### src/rtl/elevator_pkg.sv
// elevator_pkg: shared defaults and scheduler state type for the elevator controller
package elevator_pkg;
  localparam int DEF_NUM_FLOORS = 8;
  localparam int DEF_FLOOR_W = 3;
  localparam int DEF_DWELL_CYCLES = 4;
  typedef enum logic [1:0] {IDLE, SERVE_UP, SERVE_DOWN, DWELL} sched_state_t;
endpackage

### src/rtl/floor_priority_pick.sv
// floor_priority_pick: nearest pending floor strictly above and strictly below the car
module floor_priority_pick #(
  parameter int NUM_FLOORS = elevator_pkg::DEF_NUM_FLOORS,
  parameter int FLOOR_W = elevator_pkg::DEF_FLOOR_W
) (
  input  logic [NUM_FLOORS-1:0] pending,
  input  logic [FLOOR_W-1:0]    current_floor,
  output logic                  up_hit,
  output logic [FLOOR_W-1:0]    up_floor,
  output logic                  dn_hit,
  output logic [FLOOR_W-1:0]    dn_floor
);
  always_comb begin
    up_hit = 1'b0;
    up_floor = '0;
    dn_hit = 1'b0;
    dn_floor = '0;
    for (int i = NUM_FLOORS - 1; i >= 0; i--)
      if (pending[i] && i > int'(current_floor)) begin
        up_hit = 1'b1;
        up_floor = FLOOR_W'(i);
      end
    for (int i = 0; i < NUM_FLOORS; i++)
      if (pending[i] && i < int'(current_floor)) begin
        dn_hit = 1'b1;
        dn_floor = FLOOR_W'(i);
      end
  end
endmodule

### src/rtl/floor_request_scheduler.sv
// floor_request_scheduler: SCAN-ordered target selection over a pending-floor bitmap
module floor_request_scheduler import elevator_pkg::*; #(
  parameter int NUM_FLOORS = DEF_NUM_FLOORS,
  parameter int FLOOR_W = DEF_FLOOR_W,
  parameter int DWELL_CYCLES = DEF_DWELL_CYCLES
) (
  input  logic                  clk,
  input  logic                  rst,
  input  logic [NUM_FLOORS-1:0] btn_req,
  input  logic [FLOOR_W-1:0]    current_floor,
  input  logic                  arrived,
  output logic [FLOOR_W-1:0]    floor_request,
  output logic                  request_valid,
  output logic [NUM_FLOORS-1:0] pending,
  output logic                  dir_up,
  output logic                  busy
);
  localparam int CW = $clog2(DWELL_CYCLES + 1);
  localparam logic [CW-1:0] DWELL_LOAD = CW'(DWELL_CYCLES - 1);
  sched_state_t state, state_n;
  logic [CW-1:0] cnt, cnt_n;
  logic [NUM_FLOORS-1:0] here, clr;
  logic [FLOOR_W-1:0] up_floor, dn_floor, fr_n;
  logic up_hit, dn_hit, here_pend, rv_n, dir_n;
  floor_priority_pick #(.NUM_FLOORS(NUM_FLOORS), .FLOOR_W(FLOOR_W)) u_pick (
    .pending(pending),
    .current_floor(current_floor),
    .up_hit(up_hit),
    .up_floor(up_floor),
    .dn_hit(dn_hit),
    .dn_floor(dn_floor)
  );
  assign here = int'(current_floor) < NUM_FLOORS ? NUM_FLOORS'(1) << current_floor : '0;
  assign here_pend = |(pending & here);
  assign clr = (arrived || state == DWELL || (state == IDLE && here_pend)) ? here : '0;
  assign busy = state != IDLE;
  always_comb begin
    state_n = state;
    case (state)
      IDLE:       state_n = here_pend ? DWELL : up_hit ? SERVE_UP : dn_hit ? SERVE_DOWN : IDLE;
      SERVE_UP:   state_n = arrived ? DWELL : up_hit ? SERVE_UP : IDLE;
      SERVE_DOWN: state_n = arrived ? DWELL : dn_hit ? SERVE_DOWN : IDLE;
      DWELL:      state_n = cnt != '0 ? DWELL : (dir_up && up_hit) ? SERVE_UP :
                            dn_hit ? SERVE_DOWN : up_hit ? SERVE_UP : IDLE;
      default:    state_n = IDLE;
    endcase
    // counter idles at its load value so every DWELL entry starts a full period
    cnt_n = (state == DWELL && cnt != '0) ? cnt - CW'(1) : DWELL_LOAD;
    dir_n = state_n == SERVE_UP ? 1'b1 : state_n == SERVE_DOWN ? 1'b0 : dir_up;
    rv_n = state_n == SERVE_UP || state_n == SERVE_DOWN;
    fr_n = state_n == SERVE_UP ? up_floor : state_n == SERVE_DOWN ? dn_floor :
           state_n == DWELL ? current_floor : floor_request;
  end
  always_ff @(posedge clk or posedge rst)
    if (rst) begin
      state <= IDLE;
      cnt <= DWELL_LOAD;
      pending <= '0;
      floor_request <= '0;
      request_valid <= 1'b0;
      dir_up <= 1'b1;
    end else begin
      state <= state_n;
      cnt <= cnt_n;
      pending <= (pending | btn_req) & ~clr;
      floor_request <= fr_n;
      request_valid <= rv_n;
      dir_up <= dir_n;
    end
endmodule

### config.mk
export PLATFORM = sky130hd
export DESIGN_NAME = floor_request_scheduler
export DESIGN_NICKNAME = d
export VERILOG_FILES = /design/src/rtl/elevator_pkg.sv /design/src/rtl/floor_priority_pick.sv /design/src/rtl/floor_request_scheduler.sv
export SDC_FILE = /design/constraint.sdc
export NUM_CORES = 1
export LEC_CHECK = 0
export BUFFER_PORTS_ARGS = -buffer_cell sky130_fd_sc_hd__buf_2
export CAP_MARGIN = 20
export CELL_PAD_IN_SITES_DETAIL_PLACEMENT = 0
export CELL_PAD_IN_SITES_GLOBAL_PLACEMENT = 1
export CORE_MARGIN = 3
export CORE_UTILIZATION = 43
export CTS_BUF_LIST = sky130_fd_sc_hd__clkbuf_4 sky130_fd_sc_hd__clkbuf_8 sky130_fd_sc_hd__clkbuf_16
export CTS_CLUSTER_DIAMETER = 120
export DETAILED_ROUTE_END_ITERATION = 12
export HOLD_SLACK_MARGIN = 0.12
export PLACE_DENSITY = 0.9
export RECOVER_POWER = 50
export SLEW_MARGIN = 10
export SYNTH_ARGS = -nofsm -noshare
export SYNTH_HDL_FRONTEND = slang
export SYNTH_SLANG_ARGS = --single-unit
### constraint.sdc
create_clock -name clk -period 5.6 [get_ports clk]
set_clock_uncertainty 0.2 [all_clocks]
set_input_delay 0.56 -clock clk [delete_from_list [all_inputs] [get_ports clk]]
set_output_delay 0.56 -clock clk [all_outputs]
set_load 0.02 [all_outputs]
==> results of run 1 <==
-- worst max-delay path: stages --
cell and delay [ps]:
buf_2 320, inv_2 150, o41ai_1 530, nor4_1 150, nor2_1 180, o22a_1 180
ha_1 250, o41ai_2 130, a41o_1 240, nor3_1 180, a221oi_2 50
-- per-stage QoR --
step	util [%]	instances	cell area, um^2	setup WS [ps]
2_1_floorplan	-	158	1350	2940
3_3_place_gp	50.7	218	1460	2410
3_5_place_dp	50.7	218	1460	2350
4_1_cts	52.0	222	1500	2670
5_1_grt	51.8	222	1490	2440
6_report	51.8	222	1490	2660
-- placed cells by master, fill, tap and decap left out, types with 2 or more instances in the layout --
| cell | count |
|---|---|
| o21ai_1 | 2 |
| a21oi_1 | 13 |
| clkbuf_1 | 4 |
| o311ai_0 | 4 |
| nand3_1 | 6 |
| o22a_1 | 3 |
| nor2_1 | 21 |
| dfrtp_1 | 15 |
| nand2b_1 | 2 |
| mux2i_1 | 4 |
| ha_1 | 5 |
| o21ai_0 | 7 |
| clkbuf_4 | 3 |
| a41oi_1 | 5 |
| nand2_1 | 15 |
| a31oi_1 | 4 |
| o32a_1 | 2 |
| buf_2 | 23 |
| inv_1 | 10 |
| dfstp_2 | 3 |
| nor3_1 | 3 |
| nand4_1 | 2 |
-- metal layers --
| layer | global-route usage, % | wire length (um) |
|---|---|---|
| met5 | 0 | 0 |
| met4 | 4.55 | 22 |
| met3 | 2.27 | 182 |
| met2 | 28.1 | 1460 |
| met1 | 27.6 | 1510 |
-- sequential cells by signal, indices dropped and copies added, names as in the netlist --
| signal | cells |
|---|---|
| request_valid | 1 |
| pending | 8 |
| state | 2 |
| cnt | 3 |
| dir_up | 1 |
| floor_request | 3 |
-- cell type report --
type / count / area share [%]
Clock buffer: 4 / 2.43
Sequential cell: 18 / 30.5
Tap cell: 42 / 3.53
Multi-Input combinational cell: 120 / 52.1
Timing Repair Buffer: 27 / 8.73
Inverter: 11 / 2.77
-- worst paths after layout --
check / startpoint / endpoint / slack (ps)
hold reg to reg: cnt[0] / cnt[0] / 260
setup reg to reg: cnt[0] / floor_request[0] / 2720
hold / removal: rst / pending[1] / 140
min in group clk: cnt[0] / cnt[0] / 260
max in group asynchronous: rst / floor_request[2] / 4610
setup / recovery: current_floor[0] / floor_request[0] / 2660
-- power by group through the flow --
stage | Combinational [mW] | Sequential [mW] | Clock, mW
finish | 0.211 | 0.201 | 0.0844
floorplan | 0.143 | 0.218 | 0
global placement | 0.208 | 0.200 | 0
CTS | 0.215 | 0.200 | 0.0856
global route | 0.242 | 0.208 | 0.0899
detailed placement | 0.214 | 0.203 | 0
-- cells by family (layout without fill, tap and decap cells) --
logic type      Yosys count  in the layout
simple gates             57             57
compound gates           54             54
buf+inv                  20             42
flops                    18             18
fa+ha+maj                 5              5
mux                       4              4
==> summary.md, run 1 <==
| Metric | Value |
|---|---|
| Syn nets | 177 |
| Internal Power | 290 uW |
| Synthesis-to-finish area growth | 10.6% |
| Worst-path maximum fanout | 21 |
| Share of cells above drive strength 1 | 22.8% |
| Yosys top cell area share | 27.9% |
| Diode count | 0 |
| Post_cts resized | 0 |
| Initial antenna violation count | 0 |
| Min-delay worst type | primary input to asynchronous set/reset pin |
| Clock Tree Buf Depth | 2 |
| Hold_ws | 141 ps |
| Clock network fraction of total power | 17.0% |
| Total power | 497 uW |
| Drt wl/cell | 14.3 um |
| Top-count cell post-synth | nor2_1 |
| Mapped Area | 1350 um^2 |
| Die X-Extent | 62.0 um |
| XOR/XNOR share of the synthesized area | 0% |
| Hold Buf Count CTS | 0 |
| Pwr dens | 333 nW/um^2 |
| FILL cells | 286 |
| Drt initial violations | 56 |
| Final Max Tran Viols | 0 |
| Switch Pwr | 207 uW |
| Sw frac | 41.7% |
| Max-Cap Viols | 0 |
| Status | finished clean |
| First-pass GRT wire length | 5410 um |
| Largest net degree at the start of global routing | 28 |
| Post-CTS Setup Bufs | 0 |
| Routability cong. | 0.800 |
| Worst EP required | 5590 ps |
| Tcrit/Tclk final | 52.5% |
| Clock Sink Count | 18 |
| CTS buffer count | 3 |
| Final Critical Period | 2940 ps |
| FF+latch area | 454 um^2 |
| Synth Area in Compound Gates | 29.8% |
| Total GRT Usage | 18.5% |
| IO Pins | 28 |
| Die ar. | 3840 um^2 |
| Routed WL | 3180 um |
| EDFF count, synth | 0 |
| Final nets | 200 |
| Lkg Pwr | 0.631 nW |
| Total gr overflow | 0 |
| HPWL Detailed | 2340 um |
| Primary FF master, synth | dfrtp_1 |
| Core area | 2880 um^2 |
| Worst R2R Path Depth | 12 |
| Critical Path Start Type | primary input |
| Reg power frac | 40.4% |
| Port Buffers | 27 |
| Seq cells post-synth | 18 |
| Post-Synth Simple-Gate Area | 20.1% |
| Die height | 62.0 um |
| Max VDD drop | 0.000194 V |
| Vias in the first global route | 1,174 |
| Via-per-instance ratio | 5.72 |
| Commonest cells in the synthesized netlist | 21 x nor2_1, 15 x dfrtp_1, 15 x nand2_1 |
| CTS tree | built |
| Clk pin slew, worst setup/hold paths | 120 ps |
| DR pass1 iterations | 4 |
| Crit Path Class | primary input to register |
| FMAX | 340 MHz |
| Multiplexer share of the synthesized area | 2.97% |
| DR DRC count | 0 |
| Worst slew margin | 53.5% |
| Setup crit end kind | register |
| Post-synthesis sequential area ratio | 33.7% |
| Clk_lat worst skew | 300 ps |
| Final setup violation count | 0 |
| Worst slew pin tran | 697 ps |
| H-tree levels | 1 |
| FP Rows | 19 |
| Yosys cell types | 46 |
| Area of the multi-input gates | 776 um^2 |
| Post-synth ARST share | 100% |
| Power share of the combinational group | 42.6% |
| RSZ-0062 raised after global routing | no |
| CP arrival | 2930 ps |
| Area leader, netlist | dfrtp_1 |
| Largest family of logic cells by synthesized area | compound AO/OA/AOI/OAI gates |
| Mean area per synthesized cell | 8.53 um^2 |
| Final antenna-violating net count | 0 |
| Starting density of the core | 46.8% |
| Gate Count Post-Synth | 158 |
| TNS Setup | 0 ps |
| Top cells by area, synth | dfrtp_1 28%, dfstp_2 5.8%, nor2_1 5.8% |
| CTS Root Cell | clkbuf_4 |
| Adder-cell area share of the yosys netlist | 4.64% |
| Synth warn | 0 |
| Final Hold Viols | 0 |
| Vias | 1,269 |
No activity file was read; power rests on OpenSTA's default activity.
==> inputs of run 2 (changes only) <==
--- a/config.mk
+++ b/config.mk
@@ -10,12 +10,12 @@
 export CELL_PAD_IN_SITES_DETAIL_PLACEMENT = 0
 export CELL_PAD_IN_SITES_GLOBAL_PLACEMENT = 1
 export CORE_MARGIN = 3
-export CORE_UTILIZATION = 43
+export CORE_UTILIZATION = 40
 export CTS_BUF_LIST = sky130_fd_sc_hd__clkbuf_4 sky130_fd_sc_hd__clkbuf_8 sky130_fd_sc_hd__clkbuf_16
 export CTS_CLUSTER_DIAMETER = 120
 export DETAILED_ROUTE_END_ITERATION = 12
 export HOLD_SLACK_MARGIN = 0.12
-export PLACE_DENSITY = 0.9
+export PLACE_DENSITY = 0.85
 export RECOVER_POWER = 50
 export SLEW_MARGIN = 10
 export SYNTH_ARGS = -nofsm -noshare
==> constraint.sdc (replaced) <==
create_clock -name clk -period 2.93 [get_ports clk]
set_clock_uncertainty 0.2 [all_clocks]
set_input_delay 0.293 -clock clk [delete_from_list [all_inputs] [get_ports clk]]
set_output_delay 0.293 -clock clk [all_outputs]
set_load 0.02 [all_outputs]
==> summary.md, run 2 (synthesis gave the netlist of run 1 again) <==
| Metric | Value |
|---|---|
| Worst slew pin tran | 703 ps (was 697 ps) |
| Port Buffers | 27 (unchanged) |
| Synthesis-to-finish area growth | 22.8% (was 10.6%) |
| Final setup violation count | 0 (unchanged) |
| Fin area | 1660 um^2 (was 1490 um^2) |
| IO Pins | 28 (unchanged) |
| Final Critical Period | 2670 ps |
| H-tree levels | 1 (unchanged) |
| Initial antenna violation count | 0 (unchanged) |
| Routability cong. | 0.879 (was 0.800) |
| Min-delay worst type | primary input to register (was primary input to asynchronous set/reset pin) |
| Clock Sink Count | 18 (unchanged) |
| Clk pin slew, worst setup/hold paths | 100 ps (was 120 ps) |
| Commonest non-fill, non-tap cell in the layout | buf_2 (unchanged) |
| Final antenna-violating net count | 0 (unchanged) |
| Most frequent cells in the layout | 23 x buf_2, 21 x nor2_1, 15 x nand2_1, 15 x dfrtp_1, 13 x a21oi_1 (unchanged) |
| Worst-path maximum fanout | 4 (was 21) |
| CTS Root Cell | clkbuf_4 (unchanged) |
| Top flop regs | pending (8), cnt (3), floor_request (3) (unchanged) |
| Hold depth | 2 |
| Flip-flop count of the largest register after layout | 8 (unchanged) |
| Starting density of the core | 43.1% (was 46.8%) |
| RSZ-0062 raised after global routing | no (unchanged) |
| Final nets | 218 (was 200) |
| CTS tree | built (unchanged) |
| Die height | 64.0 um (was 62.0 um) |
| Worst slew margin | 53.1% (was 53.5%) |
| Diode count | 0 (unchanged) |
| TNS Setup | 0 ps (unchanged) |
| Largest net degree at the start of global routing | 22 (was 28) |
| DR DRC count | 0 (unchanged) |
| Lkg Pwr | 0.708 nW (was 0.631 nW) |
| Setup crit end kind | register (unchanged) |
| Tcrit/Tclk final | 91.2% |
| Vias | 1,338 (was 1,269) |
| Most flop-heavy register | pending (unchanged) |
| Routed WL | 3370 um (was 3180 um) |
| Final Max Tran Viols | 0 (unchanged) |
| Vias in the first global route | 1,212 (was 1,174) |
| Status | finished clean (unchanged) |
| Core area | 3130 um^2 (was 2880 um^2) |
| Pwr dens | 591 nW/um^2 (was 333 nW/um^2) |
| Share of cells above drive strength 1 | 26.3% (was 22.8%) |
| Critical Path Start Type | register (was primary input) |
| Max-Cap Viols | 0 (unchanged) |
| Die ar. | 4100 um^2 (was 3840 um^2) |
| First-pass GRT wire length | 5630 um (was 5410 um) |
| Final Hold Viols | 0 (unchanged) |
| Clk_lat worst skew | 300 ps (about the same) |
| Worst EP required | 2910 ps (was 5590 ps) |
| Total power | 978 uW (was 497 uW) |
| Total gr overflow | 0 (unchanged) |
| R2R setup slack | 260 ps (was 2720 ps) |
| HPWL Detailed | 2510 um (was 2340 um) |
| DR pass1 iterations | 4 (unchanged) |
| Total GRT Usage | 17.2% (was 18.5%) |
| Drt initial violations | 125 (was 56) |
| Via-per-instance ratio | 5.53 (was 5.72) |
| Die X-Extent | 64.0 um (was 62.0 um) |
| Worst R2R Path Depth | 10 (was 12) |
| CTS buffer count | 3 (unchanged) |
| Crit Path Class | register to register (was primary input to register) |
| CP arrival | 2660 ps (was 2930 ps) |
| Max VDD drop | 0.000357 V (was 0.000194 V) |
| Drt wl/cell | 13.9 um (was 14.3 um) |
| FMAX | 374 MHz |
| FP Rows | 20 (was 19) |
| Clock Tree Buf Depth | 2 (unchanged) |
| Dpl cell area | 1530 um^2 (was 1460 um^2) |
[run 2: path summary, 6_finish.rpt]
check	start	endpoint
hold reg to reg	cnt[0]	cnt[0]
min in group asynchronous	rst	floor_request[1]
max in group asynchronous	rst	cnt[2]
hold / removal	current_floor[0]	pending[7]
setup reg to reg	pending[2]	floor_request[0]
setup / recovery	pending[2]	floor_request[0]
[run 2: cell type report]
cell class	instances	area, um^2
clock buffer	4	36.3
fill	308	1470
inverter	11	41.3
multi-input combinational	120	781
sequential	18	454
tap	44	55.1
timing repair buffer	45	288
[run 2: stage by stage]
stage                     util (%)  hold slack, ps  worst slack [ps]  cells
after floorplan                  -            29.4               364    158
after global placement        48.9             224               136    229
after detailed placement      48.9             234               124    229
after CTS                     52.9             193               175    242
after global routing          52.9             205              29.5    242
final                         52.9             194               257    242
[run 2: report_power, final]
part / internal [mW] / total, mW / switching [mW]
combinational: 0.181 / 0.441 / 0.260
clock: 0.0759 / 0.157 / 0.0812
sequential: 0.324 / 0.380 / 0.0562
total: 0.581 / 0.978 / 0.397
[run 2: layer usage]
layer | global-route usage [%] | vias up | share of wire (%)
met3 | 2.46 | 6 | 8.0
met5 | 0 | - | 0
met1 | 25.7 | 617 | 47
met2 | 25.4 | 52 | 44
li1 | - | 663 | -
met4 | 4.85 | 0 | 1.3
[run 2: timing repair]
action                                  4_1_cts  5_1_grt
resized for setup                             0        3
endpoints found under the hold margin        23        0
buffers inserted                              0        0
endpoints found under the setup margin        0        3
hold buffers                                  9        0
[run 2: worst max-delay path, stage by stage (launching register included)]
cell	delay (ps)
dfrtp_1	420
nor2_1	280
nor2_1	110
o311ai_0	350
a21oi_1	140
a31oi_1	230
ha_2	270
o41ai_2	100
a41o_1	210
nor3_1	180
a221oi_2	50
